$ cat src/rtl/matmul_sequencer.sv
// Sequencer for the 16-lane dot-product datapath: issues ROM read beats, tracks
// the ROM/adder-tree latency, accumulates the tree output and reports a cycle count.
module matmul_sequencer #(
  parameter int LANES    = 16,
  parameter int A_DEPTH  = 4096,
  parameter int B_DEPTH  = 64,
  parameter int PIPE_LAT = 2,
  parameter int A_AW     = 12,
  parameter int B_AW     = 6
) (
  input  logic            clock,
  input  logic            reset,
  input  logic            start,
  input  logic [15:0]     tree_sum,
  output logic            rd_en,
  output logic [A_AW-1:0] a_addr,
  output logic [B_AW-1:0] b_addr,
  output logic            acc_en,
  output logic            busy,
  output logic            done,
  output logic [15:0]     final_sum,
  output logic [15:0]     cycle_count
);

  localparam int NB = A_DEPTH / LANES;

  localparam logic [A_AW-1:0] LAST_BEAT = A_AW'(NB - 1);
  localparam logic [A_AW-1:0] A_STEP    = A_AW'(LANES);
  // B address wraps by plain truncation because B_DEPTH is a power of two.
  localparam logic [B_AW-1:0] B_STEP    = B_AW'(LANES);

  localparam logic [1:0] S_IDLE  = 2'd0;
  localparam logic [1:0] S_ISSUE = 2'd1;
  localparam logic [1:0] S_DRAIN = 2'd2;
  localparam logic [1:0] S_DONE  = 2'd3;

  logic [1:0]          state_q,  state_d;
  logic [A_AW-1:0]     beat_q,   beat_d;
  logic                rd_en_q,  rd_en_d;
  logic [A_AW-1:0]     a_addr_q, a_addr_d;
  logic [B_AW-1:0]     b_addr_q, b_addr_d;
  logic [PIPE_LAT-1:0] pipe_q,   pipe_d;
  logic                busy_q,   busy_d;
  logic                done_q,   done_d;
  logic [15:0]         sum_q,    sum_d;
  logic [15:0]         count_q,  count_d;
  logic                acc_en_s;

  assign acc_en_s = pipe_q[PIPE_LAT-1];

  // Next-state logic: FSM, beat/address generation, valid pipe, accumulator, counter.
  always_comb begin
    state_d  = state_q;
    beat_d   = beat_q;
    a_addr_d = a_addr_q;
    b_addr_d = b_addr_q;
    pipe_d   = (pipe_q << 1) | PIPE_LAT'(rd_en_q);

    if (acc_en_s) begin
      sum_d = sum_q + tree_sum;
    end else begin
      sum_d = sum_q;
    end

    if (busy_q && (count_q != 16'hFFFF)) begin
      count_d = count_q + 16'd1;
    end else begin
      count_d = count_q;
    end

    case (state_q)
      S_IDLE: begin
        if (start) begin
          state_d  = S_ISSUE;
          beat_d   = {A_AW{1'b0}};
          a_addr_d = {A_AW{1'b0}};
          b_addr_d = {B_AW{1'b0}};
          sum_d    = 16'h0000;
          count_d  = 16'h0000;
        end else begin
          state_d = S_IDLE;
        end
      end
      S_ISSUE: begin
        if (beat_q == LAST_BEAT) begin
          state_d = S_DRAIN;
        end else begin
          beat_d   = beat_q + A_AW'(1);
          a_addr_d = a_addr_q + A_STEP;
          b_addr_d = b_addr_q + B_STEP;
        end
      end
      S_DRAIN: begin
        // Pipe empties on this edge: the final beat is being accumulated now.
        if (pipe_d == {PIPE_LAT{1'b0}}) begin
          state_d = S_DONE;
        end else begin
          state_d = S_DRAIN;
        end
      end
      S_DONE: begin
        state_d = S_IDLE;
      end
      default: begin
        state_d = S_IDLE;
      end
    endcase

    rd_en_d = (state_d == S_ISSUE);
    busy_d  = (state_d == S_ISSUE) || (state_d == S_DRAIN);
    done_d  = (state_d == S_DONE);
  end

  // State and output registers with synchronous reset.
  always_ff @(posedge clock) begin
    if (reset) begin
      state_q  <= S_IDLE;
      beat_q   <= {A_AW{1'b0}};
      rd_en_q  <= 1'b0;
      a_addr_q <= {A_AW{1'b0}};
      b_addr_q <= {B_AW{1'b0}};
      pipe_q   <= {PIPE_LAT{1'b0}};
      busy_q   <= 1'b0;
      done_q   <= 1'b0;
      sum_q    <= 16'h0000;
      count_q  <= 16'h0000;
    end else begin
      state_q  <= state_d;
      beat_q   <= beat_d;
      rd_en_q  <= rd_en_d;
      a_addr_q <= a_addr_d;
      b_addr_q <= b_addr_d;
      pipe_q   <= pipe_d;
      busy_q   <= busy_d;
      done_q   <= done_d;
      sum_q    <= sum_d;
      count_q  <= count_d;
    end
  end

  assign rd_en       = rd_en_q;
  assign a_addr      = a_addr_q;
  assign b_addr      = b_addr_q;
  assign acc_en      = acc_en_s;
  assign busy        = busy_q;
  assign done        = done_q;
  assign final_sum   = sum_q;
  assign cycle_count = count_q;

endmodule

$ cat config.mk
export PLATFORM = sky130hd
export DESIGN_NAME = matmul_sequencer
export DESIGN_NICKNAME = d
export VERILOG_FILES = /design/src/rtl/matmul_sequencer.sv
export SDC_FILE = /design/constraint.sdc
export NUM_CORES = 1
export LEC_CHECK = 0
export BUFFER_PORTS_ARGS = -buffer_cell sky130_fd_sc_hd__buf_2
export CORE_UTILIZATION = 58
export CTS_CLUSTER_DIAMETER = 50
export DETAILED_ROUTE_END_ITERATION = 6
export MAX_ROUTING_LAYER = met4
export PLACE_DENSITY = 0.85
export SYNTH_ARGS = -nofsm -noshare
export SYNTH_HDL_FRONTEND = slang
export SYNTH_SLANG_ARGS = --single-unit
$ cat constraint.sdc
create_clock -name clock -period 4.6 [get_ports clock]
set_input_delay 0.92 -clock clock [delete_from_list [all_inputs] [get_ports clock]]
set_output_delay 0.92 -clock clock [all_outputs]
set_load 0.1 [all_outputs]
==> impl_metrics.yaml, run 1 <==
floorplanning:
  core_area_sq_mm: 0.00547
  num_rows: 27
  dieArea_sq_mm: 0.00596
  die_x_um: 77.2
  die-height_um: 77.2
  pin_count: 73
  start_util: 0.599
synthesis:
  synth_fa_ha_area_frac: 0.0824
  async_flop_share: 0
  synth_xor_area_frac: 0.101
  yosys.area.top_type: "dfxtp_1"
  synth_compound_area_frac: 0.152
  yosys.area_share.simple: 0.218
  synthDistinctLibCells: 56
  synth.cell_area_sq_mm: 0.00328
  yosysSeqAreaShare: 0.372
  synth_ff_type: "dfxtp_1"
  synth_edf_count: 0
  synth_top_area_frac: 0.372
  syn_inst: 370
  syn_area_per_cell_sq_um: 8.87
  synth_top_family_by_area: "simple AND/OR/NAND/NOR gates"
  ys_ff_latch: 61
  synth.top_cells.by_area: "dfxtp_1, xor2_1, ha_1"
  synthMuxAreaShare: 0.0370
  yosysWarnings: 0
placement:
  place.gp.congestion: 0.889
  portBuffers: 64
  place_hpwl_um: 4860
cells_and_area:
  fill_cells: 458
  antennaDiodeCount: 0
  drive_above_1_share: 0.200
  nets: 475
  area_growth_syn_to_layout_pct: 15.8
  fin_util: 0.694
clocking:
  htree_levels: 3
  cts_hold_buf: 0
  cts_buffers: 9
  path_clk_slew_ns: 0.06
  worstSkewPairLatency_ns: 0.33
  root_buffer: "clkbuf_8"
  cts_resized: 0
  cts_max_path_buffers: 2
  cts_setup_buffers: 0
  clock-sinks: 61
  cts_tree: "built"
routing:
  detail-route-antenna-nets: 0
  drc: 0
  vias_per_cell: 5.53
  wl_per_cell_um: 13.2
  routed_wl_um: 6750
  first_pass_iters: 4
  dr.first_iter.drc_count: 107
  via_count: 2832
global_routing:
  use_met2: 0.411
  grt_pass1_vias: 2646
  antenna_found_initial: 0
  grtUsageTotal: 0.246
  grtUsageMet3: 0.0643
  gr-total-overflow: 0
  use_met1: 0.286
  grt_pass1_wl_um: 11500
  grt_max_degree: 50
  grt_busiest_layer: "met2"
setup_path:
  crit_path_start: "pipe_q[1]"
  critPathTopFamily: "flip-flops"
  r2r_cells: 8
  startpoint_type: "register"
  arrival_ns: 1.80
  cp.depth: 1
  r2r_end: "final_sum[10]"
  crit_required_ns: 3.68
  path_class: "register to output pin"
  cp_max_fo: 20
  end_kind: "output pin"
  path_buf_inv: 1
  worstReg2RegStart: "final_sum[0]"
  crit_chain: "buf_2"
  endpoint: "acc_en"
  reg2reg_slack_ns: 2.27
  slowest_stage: "dfxtp_1"
  max_stage_delay_ns: 0.90
run:
  drv_cap: 0
sta:
  slew_headroom: 0.406
  setup_violations: 0
  finalClockSkew_ns: 0.00469
  post-route-period-util: 0.592
  rsz0062_at_grt: "false"
  drv_slew: 0
  max_freq_mhz: 367
  tightestPinTransition_ns: 0.889
  finalHoldViolCount: 0
  tns_ns: 0
  min_period_ns: 2.72
pwr:
  pwr-share-comb: 0.153
  ir_worst_vdd_uv: 205
  power_density_mw_per_mm2: 302
  switching_share: 0.298
  p_sw_uw: 342
  finalPower_uw: 1150
  p_clk_frac: 0.368
  leakagePower_uw: 0.00175
  p_int_uw: 804
  seq_power_share: 0.479
worst_hold_path:
  worstHoldPathCells: 1
  min_path_type: "register to register"
outcome:
  status: "finished clean"
[registers in the layout (all words and copies together), names as in the netlist]
register     cells
b_addr           2
state_q          2
cycle_count     16
final_sum       16
a_addr           8
pipe_q           2
rd_en            1
beat_q          12
busy             1
done             1
[cells in the final DEF, fill, tap and decap left out, types with 8 or more instances in the layout]
cell and instances:
xor2_1 31, nand4_1 14, nor2_1 59, buf_2 64, clkbuf_8 11, a21o_1 9
mux2i_1 11, nand3_1 16, dfxtp_1 61, a21oi_1 22, nand2_1 25, conb_1 8
ha_1 20
[power groups by stage]
stage | Sequential [uW] | Combinational (uW) | Clock, uW
6_report | 548 | 176 | 421
5_1_grt | 550 | 187 | 456
4_1_cts | 548 | 175 | 429
3_5_place_dp | 560 | 175 | 0
3_3_place_gp | 560 | 172 | 0
2_1_floorplan | 607 | 101 | 0
[worst min path at each step]
stage	startpoint	endpoint	slack, ns
after global routing	pipe_q[0]	pipe_q[1]	0.49
after detailed placement	pipe_q[0]	pipe_q[1]	0.47
after floorplan	pipe_q[0]	pipe_q[1]	0.44
after global placement	pipe_q[0]	pipe_q[1]	0.46
after CTS	pipe_q[0]	pipe_q[1]	0.48
final	pipe_q[0]	pipe_q[1]	0.47
[cells by family after synthesis]
family	count (synthesis)
XOR/XNOR	38
flip-flops	61
AO/OA/AOI/OAI	69
multiplexers	12
buffers and inverters	22
adder cells (fa/ha/maj)	21
other	1
AND/OR/NAND/NOR	146
[area by class of cell]
type,count,area (sq um),share of cell area
repair buffers,66,335,0.0883
well taps,72,90.1,0.0237
inverters,3,11.3,0.00297
multi-input cells,294,1970,0.518
flip-flops and latches,61,1220,0.322
clock inverters,1,5.00,0.00132
clock buffers,15,166,0.0438
[through the flow]
stage	hold WS [ns]	instances	worst slack, ns	area (sq um)
2_1_floorplan	0.438	377	1.82	3310
3_3_place_gp	0.463	496	1.62	3630
3_5_place_dp	0.466	496	1.56	3630
4_1_cts	0.477	512	1.88	3800
5_1_grt	0.491	512	1.78	3800
6_report	0.473	512	1.88	3800
[per-layer routing]
metal  share of wire  up-vias
li1                -     1435
met1            0.45     1315
met2            0.48       70
met3           0.045       12
met4           0.019        0
met5               0        -
[synthesized netlist by cell type, types with 6 or more instances]
cell and n:
a21o_1 9, a21oi_1 22, and3_1 7, buf_4 8, clkbuf_1 6, dfxtp_1 61, ha_1 20, mux2i_1 11
nand2_1 25, nand3_1 16, nand4_1 14, nor2_1 59, nor2b_1 7, o21ai_0 7, xnor2_1 7, xor2_1 31
Note: power is estimated with default switching activity, not from simulation.
==> run 2: changes to the inputs <==
--- a/config.mk
+++ b/config.mk
@@ -6,11 +6,11 @@
 export NUM_CORES = 1
 export LEC_CHECK = 0
 export BUFFER_PORTS_ARGS = -buffer_cell sky130_fd_sc_hd__buf_2
-export CORE_UTILIZATION = 58
+export CORE_UTILIZATION = 54
 export CTS_CLUSTER_DIAMETER = 50
 export DETAILED_ROUTE_END_ITERATION = 6
 export MAX_ROUTING_LAYER = met4
-export PLACE_DENSITY = 0.85
+export PLACE_DENSITY = 0.8
 export SYNTH_ARGS = -nofsm -noshare
 export SYNTH_HDL_FRONTEND = slang
 export SYNTH_SLANG_ARGS = --single-unit
==> constraint.sdc (replaced) <==
create_clock -name clock -period 2.55 [get_ports clock]
set_input_delay 0.51 -clock clock [delete_from_list [all_inputs] [get_ports clock]]
set_output_delay 0.51 -clock clock [all_outputs]
set_load 0.1 [all_outputs]
==> impl_metrics.yaml, run 2 (synthesized netlist as in run 1, its figures left out) <==
run:
  drv_cap: 0
global_routing:
  grt_pass1_vias: 2677
  antenna_found_initial: 0
  grtUsageTotal: 0.239
  gr-total-overflow: 0
  grt_max_degree: 38
  grt_pass1_wl_um: 11600
pwr:
  p_clk_frac: 0.433
  finalPower_uw: 2310
  seq_power_share: 0.427
  pwr-share-comb: 0.141
  ir_worst_vdd_uv: 517
  power_density_mw_per_mm2: 592
  p_int_uw: 1650
  leakagePower_uw: 0.00181
  p_sw_uw: 657
  switching_share: 0.285
cells_and_area:
  final_common_cell: "buf_2"
  antennaDiodeCount: 0
  area_growth_syn_to_layout_pct: 18.9
  fin_cells: 519
  mostFrequentLayoutCells: "buf_2, nor2_1, dfxtp_1"
  nets: 479
  drive_above_1_share: 0.227
setup_path:
  end_kind: "register"
  arrival_ns: 2.45
  cp_max_fo: 3
  path_class: "register to register"
  slowest_stage: "fa_1"
  crit_chain: "ha_1 -> fa_1 -> a21o_1 -> a21oi_2 -> o31ai_2 -> a2111o_1 -> a41oi_1 -> nor2_1"
  crit_required_ns: 2.77
  startpoint_type: "register"
  max_stage_delay_ns: 0.42
floorplanning:
  die-height_um: 79.9
  core_area_sq_mm: 0.00589
  start_util: 0.557
  dieArea_sq_mm: 0.00639
  die_x_um: 79.9
  num_rows: 28
  pin_count: 73
sta:
  post-route-period-util: 0.877
  min_period_ns: 2.24
  finalClockSkew_ns: 0.00554
  setup_violations: 0
  tightestPinTransition_ns: 0.544
  max_freq_mhz: 447
  tns_ns: 0
  rsz0062_at_grt: "false"
  slew_headroom: 0.633
  drv_slew: 0
  finalHoldViolCount: 0
clocking:
  cts_tree: "built"
  cts_max_path_buffers: 2
  cts_setup_buffers: 0
  root_buffer: "clkbuf_8"
  cts_resized: 0
  clock-sinks: 61
  cts_hold_buf: 0
  worstSkewPairLatency_ns: 0.34
  cts_buffers: 9
  path_clk_slew_ns: 0.07
  htree_levels: 3
routing:
  via_count: 2815
  wl_per_cell_um: 13.4
  dr.first_iter.drc_count: 121
  vias_per_cell: 5.42
  detail-route-antenna-nets: 0
  drc: 0
  routed_wl_um: 6930
  first_pass_iters: 4
placement:
  post-place-cells: 503
  place.gp.congestion: 0.948
  place_hpwl_um: 5000
  portBuffers: 64
outcome:
  status: "finished clean"
worst_hold_path:
  min_path_type: "register to register"
-- run 2: cell types whose count changed in the layout (fill, tap and decap cells not counted), sizes merged --
cell	before	now
bufinv	0	2
buf	66	70
clkbuf	15	11
clkinv	2	4
-- run 2: worst paths after layout --
kind         cells after the start       endpoint          from  slack [ns]
max                              8  final_sum[10]  final_sum[0]        0.31
min                              1      pipe_q[1]     pipe_q[0]        0.48
max reg2reg                      8  final_sum[10]  final_sum[0]        0.31
min reg2reg                      1      pipe_q[1]     pipe_q[0]        0.48
-- run 2: critical path, delay by kind of cell (launching register included) --
kind	cells	cell delay [ns]
flops	1	0.33
compound gates	5	1.09
simple gates	1	0.05
fa+ha+maj	2	0.65
-- run 2: metrics by stage --
stage | worst slack (ns) | util | cell area [sq um] | hold WS (ns)
after floorplan | -0.0134 | - | 3310 | 0.438
after global placement | 0.103 | 0.623 | 3670 | 0.459
after detailed placement | 0.0330 | 0.623 | 3670 | 0.459
after CTS | 0.294 | 0.663 | 3900 | 0.471
after global routing | 0.178 | 0.663 | 3900 | 0.496
final | 0.313 | 0.663 | 3900 | 0.476
-- run 2: power by group through the flow --
stage               combinational (uW)  sequential, uW  clock (uW)
CTS                                325             985        1020
detailed placement                 323            1010           0
finish                             325             985         998
floorplan                          181            1100           0
global route                       348             987        1060
global placement                   319            1010           0
-- run 2: area by class of cell --
class                   count  area, sq um
flip-flops and latches     61         1230
clock inverters             5         82.6
well taps                  75         93.8
repair buffers             70          365
clock buffers              11          151
fillers                   505         1990
inverters                   3         11.3
multi-input cells         294         1970
-- run 2: per-layer routing --
metal,vias to the layer above,global-route usage,routed length [um]
met1,1296,0.267,3180
met2,74,0.408,3330
met3,11,0.0640,311
met4,0,0.0875,108
li1,1434,-,-
met5,-,-,0
